[config.mk]
export PLATFORM = sky130hd
export DESIGN_NAME = perm_shuffle_engine
export DESIGN_NICKNAME = d
export VERILOG_FILES = /design/src/rtl/perm_shuffle_pkg.sv /design/src/rtl/perm_affine_round.sv /design/src/rtl/perm_shuffle_engine.sv
export SDC_FILE = /design/constraint.sdc
export NUM_CORES = 1
export LEC_CHECK = 0
export ABC_CLOCK_PERIOD_IN_PS = 11900
export CORE_MARGIN = 2
export CORE_UTILIZATION = 55
export DETAILED_ROUTE_END_ITERATION = 10
export PLACE_DENSITY = 0.83
export SLEW_MARGIN = 20
export SYNTH_ARGS = -nofsm -noshare
export SYNTH_HDL_FRONTEND = slang
export SYNTH_SLANG_ARGS = --single-unit
[constraint.sdc]
create_clock -name clk -period 11.9 [get_ports clk]
set_input_delay 2.38 -clock clk [delete_from_list [all_inputs] [get_ports clk]]
set_output_delay 2.38 -clock clk [all_outputs]
set_load 0.02 [all_outputs]
[src/rtl/perm_shuffle_pkg.sv]
`default_nettype none
// ============================================================================
//  Module      : perm_shuffle_pkg
//  Description : Shared constants, FSM encoding and helpers for the
//                multi-round lane-permutation engine.
//  Revision    : 1.0 - initial release
// ============================================================================
package perm_shuffle_pkg;

    localparam logic [15:0] LFSR_TAPS         = 16'hB400;
    localparam logic [15:0] LFSR_SEED_DEFAULT = 16'h0001;

    localparam logic [1:0] C_ST_IDLE = 2'd0;
    localparam logic [1:0] C_ST_RUN  = 2'd1;
    localparam logic [1:0] C_ST_DONE = 2'd2;

    typedef enum logic [1:0] {
        IDLE = C_ST_IDLE,
        RUN  = C_ST_RUN,
        DONE = C_ST_DONE
    } state_e;

    // lanes is a power of two, so the modulo reduces to a mask.
    function automatic int unsigned lane_idx(
        input int unsigned m,
        input int unsigned k,
        input int unsigned i,
        input int unsigned lanes
    );
        return (m * i + k) & (lanes - 1);
    endfunction

    function automatic logic [15:0] lfsr_step(input logic [15:0] s);
        return s[0] ? ((s >> 1) ^ LFSR_TAPS) : (s >> 1);
    endfunction

endpackage
`default_nettype wire

[src/rtl/perm_affine_round.sv]
`default_nettype none
// ============================================================================
//  Module      : perm_affine_round
//  Description : One combinational keyed affine lane permutation:
//                out lane i = in lane ((m*i + k) mod LANES).
//  Revision    : 1.0 - initial release
// ============================================================================
module perm_affine_round
    import perm_shuffle_pkg::*;
#(
    parameter  int LANES  = 16,
    parameter  int LANE_W = 4,
    localparam int LOG2L  = $clog2(LANES)
) (
    input  logic [LANES*LANE_W-1:0] word_in,
    input  logic [LOG2L-1:0]        mult,
    input  logic [LOG2L-1:0]        offset,
    output logic [LANES*LANE_W-1:0] word_out
);

    for (genvar gi = 0; gi < LANES; gi++) begin : g_lane
        logic [LOG2L-1:0] w_src;

        assign w_src = LOG2L'(lane_idx(32'(mult), 32'(offset), gi, LANES));
        assign word_out[gi*LANE_W +: LANE_W] = word_in[w_src*LANE_W +: LANE_W];
    end

endmodule
`default_nettype wire

[src/rtl/perm_shuffle_engine.sv]
`default_nettype none
// ============================================================================
//  Module      : perm_shuffle_engine
//  Description : Multi-round lane-permutation engine with LFSR-derived keys
//                and a per-word rotation counter, valid/ready on both sides.
//  Revision    : 1.0 - initial release
// ============================================================================
module perm_shuffle_engine
    import perm_shuffle_pkg::*;
#(
    parameter  int LANES      = 16,
    parameter  int LANE_W     = 4,
    parameter  int MAX_ROUNDS = 8,
    localparam int LOG2L      = $clog2(LANES),
    localparam int RND_W      = $clog2(MAX_ROUNDS + 1),
    localparam int DATA_W     = LANES * LANE_W
) (
    input  logic              clk,
    input  logic              rst,
    input  logic              seed_load,
    input  logic [15:0]       seed_val,
    input  logic [RND_W-1:0]  cfg_rounds,
    input  logic              in_valid,
    output logic              in_ready,
    input  logic [DATA_W-1:0] in_data,
    output logic              out_valid,
    input  logic              out_ready,
    output logic [DATA_W-1:0] out_data,
    output logic              busy
);

    state_e              r_state;
    logic [DATA_W-1:0]   r_work;
    logic [RND_W-1:0]    r_rounds_left;
    logic [15:0]         r_lfsr;
    logic [LOG2L-1:0]    r_shift;

    logic [LOG2L-1:0]    w_mult;
    logic [LOG2L-1:0]    w_offset;
    logic [RND_W-1:0]    w_eff_rounds;
    logic [DATA_W-1:0]   w_round_out;

    // Forcing the LSB high keeps the multiplier odd, hence the map bijective.
    assign w_mult   = {r_lfsr[LOG2L-2:0], 1'b1};
    assign w_offset = r_lfsr[2*LOG2L-1:LOG2L] + r_shift;

    always_comb begin
        w_eff_rounds = cfg_rounds;
        if (cfg_rounds == '0) begin
            w_eff_rounds = RND_W'(1);
        end else if (cfg_rounds > RND_W'(MAX_ROUNDS)) begin
            w_eff_rounds = RND_W'(MAX_ROUNDS);
        end
    end

    perm_affine_round #(
        .LANES  (LANES),
        .LANE_W (LANE_W)
    ) u_round (
        .word_in  (r_work),
        .mult     (w_mult),
        .offset   (w_offset),
        .word_out (w_round_out)
    );

    always_ff @(posedge clk or posedge rst) begin
        if (rst) begin
            r_state       <= IDLE;
            r_work        <= '0;
            r_rounds_left <= '0;
            r_lfsr        <= LFSR_SEED_DEFAULT;
            r_shift       <= '0;
        end else begin
            case (r_state)
                IDLE: begin
                    // A same-cycle seed load lands before the first RUN round,
                    // so it applies to the word accepted alongside it.
                    if (seed_load) begin
                        r_lfsr <= (seed_val == 16'h0000) ? LFSR_SEED_DEFAULT : seed_val;
                    end
                    if (in_valid) begin
                        r_work        <= in_data;
                        r_rounds_left <= w_eff_rounds;
                        r_state       <= RUN;
                    end
                end
                RUN: begin
                    r_work        <= w_round_out;
                    r_lfsr        <= lfsr_step(r_lfsr);
                    r_rounds_left <= r_rounds_left - RND_W'(1);
                    if (r_rounds_left == RND_W'(1)) begin
                        r_state <= DONE;
                    end
                end
                DONE: begin
                    if (out_ready) begin
                        r_shift <= r_shift + LOG2L'(1);
                        r_state <= IDLE;
                    end
                end
                default: begin
                    r_state <= IDLE;
                end
            endcase
        end
    end

    assign in_ready  = (r_state == IDLE) && !rst;
    assign out_valid = (r_state == DONE);
    assign out_data  = (r_state == DONE) ? r_work : '0;
    assign busy      = (r_state != IDLE);

endmodule
`default_nettype wire

; Word-level counts from Yosys, hierarchy flattened
; Index checks and enable logic that the tools add are counted.
[classes]
magnitude_cmp = 1
n_reduce_logical = 11
multipliers = 11
add_sub_neg = 18
bitwise = 1
n_div = 0
n_shift = 16
muxes = 15
eq_ne = 7
[ops]
columns = op, n
row1 = 64-bit by 7-bit indexed part select with 4-bit output, 16
row2 = 64-bit two-way mux, 2
row3 = 64-bit one-hot mux with 2 select lines, 1
row4 = 4-bit adder, 15
row5 = 16-bit two-way mux, 3
row6 = 16-bit one-hot mux with 2 select lines, 1
row7 = 16-bit zero test, 1
row8 = "4-bit by 3-bit multiplier with 4-bit output, second input constant", 3
row9 = 4-bit two-way mux, 3
row10 = "4-bit by 3-bit multiplier with 3-bit output, second input constant", 2
row11 = "4-bit by 4-bit multiplier with 4-bit output, second input constant", 2
row12 = 4-bit one-hot mux with 2 select lines, 1
row13 = 2-bit two-way mux, 3
row14 = "2-bit != test, second input constant", 3
row15 = 2-bit one-hot mux with 3 select lines, 1
row16 = 2-bit AND reduction, 3
row17 = "4-bit by 1-bit adder with 4-bit output, second input constant", 1
row18 = "4-bit adder, first input constant", 1
row19 = "4-bit by 1-bit == test with 1-bit output, second input constant", 1
row20 = "4-bit > comparator, second input constant", 1
row21 = 4-bit zero test, 1
row22 = "4-bit by 1-bit multiplier with 4-bit output, second input constant", 1
row23 = "4-bit by 2-bit multiplier with 2-bit output, second input constant", 1
row24 = "4-bit by 2-bit multiplier with 3-bit output, second input constant", 1
row25 = other kinds (11), 12
[word_totals]
latchBits = 0
regBits = 90
elab_cells = 85
ram_bits = 0
mem_count = 0
output_inout_bits = 67
rom_bits = 0
input_bits = 89

; Depth between registers and ports, before layout
[depth]
depth_word = 5
depth_mapped = 15
ltp_nobuf = 13

; Cells and area by module
; Synthesis repeated with hierarchy kept, for this count alone.
[unflattened]
cells_unflattened = 809
hier_area_um2 = 9290.2
[by_module_without_submodules]
columns = mod, seq_area_each_um2, cells_each, instances, area_per_inst_um2
row1 = perm_shuffle_engine, 2253.4, 506, 1, 4938.5
row2 = perm_affine_round, 0.0, 303, 1, 4351.7

; Least setup slack after synthesis
; OpenSTA, ideal clock, no wires.
[synth_path]
path_type = register to register
start = reg r_shift[0]
end = reg r_work[52]
setup_ns = 0.126
path_buffers = 5
synth_period_minus_slack_ns = 5.169
slack_ns = 6.731
stages_incl_launch_ff = 13
t_required_ns = 11.774
arrival_time_ns = 5.044
path_cell_list = dfrtp_1 ha_1 fa_1 clkbuf_1 buf_1 clkbuf_1 inv_1 fa_1 clkbuf_1 clkbuf_1 mux4_2 mux4_2 a221o_1
[synth_via]
elab_chain_cells = 4
[synth_rtl]
columns = item, line
row1 = from (decl), perm_shuffle_engine.sv:36  ; logic [LOG2L-1:0] r_shift;
row2 = from (signal assigned), perm_shuffle_engine.sv:97  ; r_shift <= r_shift + LOG2L'(1);
row3 = 4-bit adder, perm_shuffle_engine.sv:45  ; assign w_offset = r_lfsr[2*LOG2L-1:LOG2L] + r_shift;
row4 = 4-bit adder, perm_shuffle_pkg.sv:30  ; return (m * i + k) & (lanes - 1);
row5 = 64-bit by 7-bit indexed part select with 4-bit output, perm_affine_round.sv:25  ; assign word_out[gi*LANE_W +: LANE_W] = word_in[w_src*LANE_W +: LANE_W];
row6 = 64-bit one-hot mux with 2 select lines, perm_shuffle_engine.sv:74  ; case (r_state)
row7 = to (signal assigned), perm_shuffle_engine.sv:82  ; r_work <= in_data;
row8 = to (signal assigned), perm_shuffle_engine.sv:88  ; r_work <= w_round_out;
row9 = to (decl), perm_shuffle_engine.sv:33  ; logic [DATA_W-1:0] r_work;
; Every way passes these cells.
; A chain may end at the register's enable or synchronous reset.

; Worst setup path in the final report
[layout_path]
start = in rst
end = out in_ready
[layout_via]
elab_chain_cells = 2
[layout_rtl]
columns = item, line
row1 = from (decl), perm_shuffle_engine.sv:19  ; input logic rst,
row2 = 1-bit zero test, perm_shuffle_engine.sv:108  ; assign in_ready = (r_state == IDLE) && !rst;
row3 = 1-bit logical AND, perm_shuffle_engine.sv:108
row4 = to (decl), perm_shuffle_engine.sv:24  ; output logic in_ready,
; Every way passes these cells.

==> results.cfg <==
[drt]
dr.pass1.iters = 5
via_per_inst = 6.886
via_count = 7829
wirelength_mm = 27.43
remaining_drc_errors = 0
wire_per_inst_um = 24.12
final_antenna_net_count = 0
dr.first_iter.drc_count = 1002

[critical_path]
worstPathCellList = clkdlybuf4s50_1, nor2_1, clkdlybuf4s50_1
endpoint_kind = primary output
cp_slowest_cell = clkdlybuf4s50_1
crit_top_cell = clkdlybuf4s50_1
rrSetupSlack_ns = 7.16
critPathArrivalTime_ns = 3.57
critical-path-max-stage-delay_ns = 0.61
start_kind = input pin
path_max_fanout = 2
cp.required_ns = 9.52
criticalPathCategory = in -> out
path_delay_family = buffers and inverters
crit_buf_inv = 2

[clocking]
ctsHtreeMaxLevel = 3
post_cts_buffers = 0
cts.clk_slew.worst_paths_ns = 0.07
cts_num_sinks = 90
cts_buffer_depth = 2
cts_hold_buf = 0
clock_latency_ns = 0.36
cts_tree = built
clockRootBuffer = clkbuf_16
postCtsResizedCells = 0
cts_buffers = 9

[place]
place.detailed.hpwl_mm = 19.58
port_buffers = 155
globalplace.congestion = 0.9627
placed_area_um2 = 10200

[floorplan]
die_h_um = 128.6
fp.dieW_um = 128.6
ios = 156
die-area_um2 = 16530
row_count = 45
start_util_pct = 56.16
core_area_um2 = 15200

[finish]
diodes = 0
syn2layout_area_growth_pct = 24.07
final_area_um2 = 10590
drive_gt1_share_pct = 13.91
final_nets = 1064

[synth]
synthCells = 831
synthDistinctLibCells = 46
synth-seq-cells = 90
synthArstFlopShare_pct = 100.0
yosysSeqAreaShare_pct = 26.40
synth.area.top_cells = dfrtp_1 (26%), mux4_2 (19%), mux2i_1 (12%)
ys.flop_type = dfrtp_1
synth_nets = 951
synth_top_area_share_pct = 26.09
syn_area_um2 = 8537
synth.avg_cell_area_um2 = 10.27
synth_edf_count = 0
synth_top_cell_by_area = dfrtp_1
ys.warnings.count = 0

[timing]
rsz0062_at_grt = no
fin_skew_ns = 0.005279
fin_crit_sh_pct = 50.02
max_freq_ghz = 0.1680
tightestPinTransition_ns = 1.133
setup_viol = 0
drv_slew = 0
finalHoldViolCount = 0
fin_setup_tns_ns = 0
slew-limit-headroom_pct = 23.92
min_period_ns = 5.952

[global_route]
track_usage_pct = 33.69
grt_max_degree = 76
antenna_found_initial = 0
grt_pass1_vias = 7580
grt_pass1_wl_mm = 42.30
overflow = 0

[hold_path]
hold_path_class = reg -> reg

[flow_run]
max_cap_violations = 0

[run_status]
status = completed
[cell usage in the layout, fill, tap and decap left out, types with 7 or more instances in the layout]
cell type          n
inv_1             18
nand2_1           61
o211ai_1           8
o221ai_1          12
mux2i_1          104
clkbuf_16          9
mux4_2            72
fa_1              10
a221oi_1           7
xor2_1             9
a21oi_1           87
clkdlybuf4s50_1  155
nor2_1            32
nor3b_1           37
and2_1            65
o21ai_0           18
buf_4              9
o22a_1             8
nand3_1           15
ha_1              19
mux2_2            17
dfrtp_1           88
xnor2_1           27
[through the flow]
step | worst slack (ns) | hold slack (ns) | util [%] | instances
2_1_floorplan | 6.731 | 0.4492 | - | 831
3_5_place_dp | 5.929 | 0.4721 | 67.09 | 1120
6_report | 5.948 | 0.4896 | 69.67 | 1137
4_1_cts | 5.925 | 0.4867 | 69.42 | 1136
5_1_grt | 5.923 | 0.5155 | 69.67 | 1137
3_3_place_gp | 5.979 | 0.4636 | 67.09 | 1120
[cell usage after synthesis, types with 4 or more instances]
library cell    n
and2_1         65
buf_1          12
fa_1           11
ha_1           20
mux2i_1       104
clkbuf_1       47
nor4_1          4
a21oi_1        87
o311ai_0        4
nand2_1        61
inv_1          19
nand2b_1        6
nor3b_1        37
buf_2           5
o221ai_1       12
a22oi_1         4
o22a_1          8
xor2_1         10
nand3_1        15
o21ai_0        18
dfrtp_1        89
nor2_1         33
o211ai_1        8
or3_1           4
mux4_2         72
xnor2_1        28
mux2_2         17
a221oi_1        7
a221o_1         4
[final timing paths]
path                       depth (start not counted)          to       start
min in group asynchronous                          2  r_lfsr[10]         rst
max in group asynchronous                          3  r_state[0]         rst
min reg2reg                                        2   r_lfsr[8]   r_lfsr[8]
max                                                3    in_ready         rst
min                                                2   r_lfsr[8]   r_lfsr[8]
max reg2reg                                        8  r_work[53]  r_shift[0]
[state kept, by name, summed over array words and instances (netlist names)]
signal         count
r_lfsr            16
r_work            64
r_shift            4
r_rounds_left      4
r_state            2
[kinds of logic (layout without fill, tap and decap cells)]
kind of cell    after synthesis  after routing  synth area share [%]
compound gates              160            160                 11.58
mux                         193            193                 33.43
flops                        90             90                 26.40
buf+inv                      83            201                 3.723
fa+ha+maj                    31             31                 5.511
xor+xnor                     41             41                 4.690
simple gates                233            233                 14.67
[per-layer routing]
metal / vias up / part of all wire [%] / track usage [%] / routed length, um
li1: 3317 / - / - / -
met1: 3780 / 37 / 43.86 / 10120
met2: 602 / 45 / 51.85 / 12390
met3: 130 / 12 / 9.314 / 3391
met4: 0 / 5.6 / 17.77 / 1530
met5: - / 0 / 0 / 0
[layout make-up]
class	count	area (um^2)
tap	188	235.2
inverter	19	72.57
fill	1130	4611
multi-input combinational	658	6017
clock inverter	4	97.59
sequential	90	2255
timing repair buffer	166	1658
clock buffer	12	256.5
[tightest hold or removal path, cell delays in order (launching register included)]
cell and delay, ns:
dfrtp_1 0.34, nand2_1 0.05, o21ai_0 0.06
Power is not shown: default switching activity piles up to over one toggle a cycle in this logic, so the estimate is an artifact.
==> patch, RTL diff (same settings) <==
Register the input `cfg_rounds` before use, without a reset. The logic sees it one clock later. The other inputs are not delayed to match.
--- a/src/rtl/perm_shuffle_engine.sv
+++ b/src/rtl/perm_shuffle_engine.sv
@@ -31,2 +31,8 @@
 
+    logic [RND_W-1:0] cfg_rounds_q;
+
+    always_ff @(posedge clk) begin
+        cfg_rounds_q <= cfg_rounds;
+    end
+
     state_e              r_state;
@@ -47,6 +53,6 @@
     always_comb begin
-        w_eff_rounds = cfg_rounds;
-        if (cfg_rounds == '0) begin
+        w_eff_rounds = cfg_rounds_q;
+        if (cfg_rounds_q == '0) begin
             w_eff_rounds = RND_W'(1);
-        end else if (cfg_rounds > RND_W'(MAX_ROUNDS)) begin
+        end else if (cfg_rounds_q > RND_W'(MAX_ROUNDS)) begin
             w_eff_rounds = RND_W'(MAX_ROUNDS);
Check against the original RTL: not equivalent (a bounded check fails within 4 cycles, from zero or initial values and one cycle with rst high).
==> patch against the original RTL <==
  * Highest routed layer unchanged
  * Global-route usage hardly changed
  * Sequential cell count rose by 4
  * Largest cell class unchanged
  * Fmax rose by 0.61%
  * Critical path depth stayed put
  * Final area increased by 3.0%
  * Via count increased by 2.6%
  * Clock skew up 0.0059 ns
  * Die area increased by 4.7%
  * Setup slack improved by 0.036 ns
  * Critical endpoint unchanged
  * Wire length grew 5.1%
  * Area after synthesis grew 4.9%
  * Sequential share of layout area is 0.10 points higher
Power is not shown: default switching activity piles up to over one toggle a cycle in this logic, so the estimate is an artifact.
==> patch: results (changes against the original RTL) <==
Average size of a mapped cell: 10.1 µm² (-1.4%). The largest fanout of any net on the critical path works out to 2 (unchanged). The total routing resource utilization after global routing was 33.7% (+0.043 points); the pin count of the biggest net entering global routing was 90 (+18%). The number of antenna violations at the first check in global routing came out at 1 (+1). For the via count of the first global-routing pass, the log shows 7890 (+4.1%). In the final layout, the registers with the most flip-flops are r_work (64), r_lfsr (16). The number of distinct library cell variants in the gate-level netlist after synthesis was 52 (+13%); the buffer count from post-CTS setup fixing was 0 (unchanged). Number of failing hold endpoints at the final stage: 0 (unchanged). The fraction of registers with async set or reset after synthesis is 95.7% (-4.3 points), and the total via count after detailed routing is 8035 (+2.6%). The endpoint arrival time on the critical path was 3.54 ns (-0.03 ns). The setup skew after layout is 0.0112 ns (+0.00592 ns), and the synthesized net count is 1004 (+5.6%).

In this run the worst hold path is classified as reg -> reg. For the maximum buffer depth of the clock tree, the log shows 2 (unchanged). For the worst-skew pair, the clock arrives at the later sink with an insertion delay of 0.37 ns. The initial DRC count was 969 (-3.3%).

By count the netlist is led by sky130_fd_sc_hd__mux2i_1 (104), sky130_fd_sc_hd__a21oi_1 (92), sky130_fd_sc_hd__dfrtp_1 (89). The total clock buffers created by CTS was 9 (unchanged). The logs give 1.00 (+4.2%) for the weighted congestion at the end of routability-driven global placement and 0 (unchanged) for the post-CTS resize count. The logs give 3 (unchanged) for the H-tree depth and 0 (unchanged) for the antenna diode instance count.

The register clock-pin slew on the reported worst setup and hold paths is 0.08 ns, and the delay contributed by the slowest stage of the critical path is 0.61 ns (about the same). The number of synthesis warnings was 0 (unchanged). The run finished with clean final reports.

The number of nets in the final layout was 1109 (+4.2%). The slew at the pin with the worst max-slew slack was 0.991 ns (-0.142 ns); the average wire per cell in the routed design was 23.8 µm (-1.3%). The wire length of the first global-routing pass was 45.2 mm (+6.8%). The detailed-route wire length is 28.8 mm (+5.1%). The number of placed instances with taps included was 1193 (+6.5%); the worst slack after detailed placement was 5.98 ns (+0.0492 ns). The worst setup path is launched from an input pin. For the iteration count of the initial detailed-routing pass, the log shows 5 (unchanged).

In this run the most critical hold path is launched from r_lfsr[9]. After synthesis, the cell types taking the most area are sky130_fd_sc_hd__dfrtp_1 (25%), sky130_fd_sc_hd__mux4_2 (17%), sky130_fd_sc_hd__mux2i_1 (12%). Tracing the worst setup path back leads to its startpoint at rst. The total of buffers placed on input and output ports is 155 (unchanged).

The startpoint of the worst-slack reg-to-reg timing path is r_lfsr[0]. The half-perimeter wire length after placement is 21.2 mm (+8.4%). The largest individual stage delay along the critical path comes from the cell sky130_fd_sc_hd__clkdlybuf4s50_1. For the fill cell instance count of the final layout, the log shows 1259 (+11%). The ratio of cells with drive above 1 in the final layout works out to 12.1% (-1.8 points). The tree is rooted in a sky130_fd_sc_hd__clkbuf_16. The sequential area share after synthesis came out at 26.1% (-0.33 points).
patch: cell types whose count changed in the layout (fill, tap and decap cells not counted), moves of 6 or more:
cell / change
sky130_fd_sc_hd__o21ai_0: +23
sky130_fd_sc_hd__a21o_1: +12
sky130_fd_sc_hd__mux2_2: -12
sky130_fd_sc_hd__nor3b_1: -12
sky130_fd_sc_hd__nand2_1: +11
sky130_fd_sc_hd__nor2_1: +9
sky130_fd_sc_hd__o221ai_1: +8
sky130_fd_sc_hd__o22a_1: -7
sky130_fd_sc_hd__nand3_1: +6
patch: path summary, 6_finish.rpt:
check | to | slack [ns] | cells after the start
min | r_lfsr[9] | 0.49 | 2
min in group asynchronous | r_work[10] | 2.36 | 2
max in group asynchronous | r_work[13] | 8.33 | 3
max | in_ready | 5.98 | 3
min reg2reg | r_lfsr[9] | 0.49 | 2
max reg2reg | r_work[30] | 7.33 | 11
patch: metal layers:
layer  track usage (%)  part of all wire, %  up-vias
met1              43.8                   38     3898
met4              15.9                  4.9        0
met2              52.1                   46      547
met5                 0                    0        -
li1                  -                    -     3490
met3              9.92                   12      100
patch: cell type report:
| cell class | instances | area share (%) |
|---|---|---|
| multi-input combinational | 702 | 57.8 |
| clock inverter | 7 | 0.654 |
| timing repair buffer | 164 | 15.0 |
| clock buffer | 9 | 2.06 |
| inverter | 18 | 0.631 |
| sequential | 94 | 21.4 |
| tap | 216 | 2.48 |
patch: critical path: cells and delay by family:
kind / cells / cell delay [ns]
buffers and inverters: 2 / 1.04
AND/OR/NAND/NOR: 1 / 0.12
patch: logic make-up (layout without fill, tap and decap cells):
kind of cell,count (synthesis),in the layout,share of synthesized area (%)
AOI/OAI and AO/OA,194,194,13.0
xor gates and xnor gates,46,46,6.64
adders and majority gates,31,31,5.26
buffers and inverters,88,198,3.94
DFF,94,94,26.1
muxes,181,181,30.5
and+or+nand+nor,250,250,14.5
patch: metrics by stage:
| stage | cell area [µm²] | hold slack, ns | util [%] |
|---|---|---|---|
| 5_1_grt | 10900 | 0.514 | 68.7 |
| 4_1_cts | 10900 | 0.493 | 68.5 |
| 3_5_place_dp | 10600 | 0.474 | 66.7 |
| 6_report | 10900 | 0.491 | 68.7 |
| 2_1_floorplan | 8950 | 0.450 | - |
| 3_3_place_gp | 10600 | 0.462 | 66.7 |
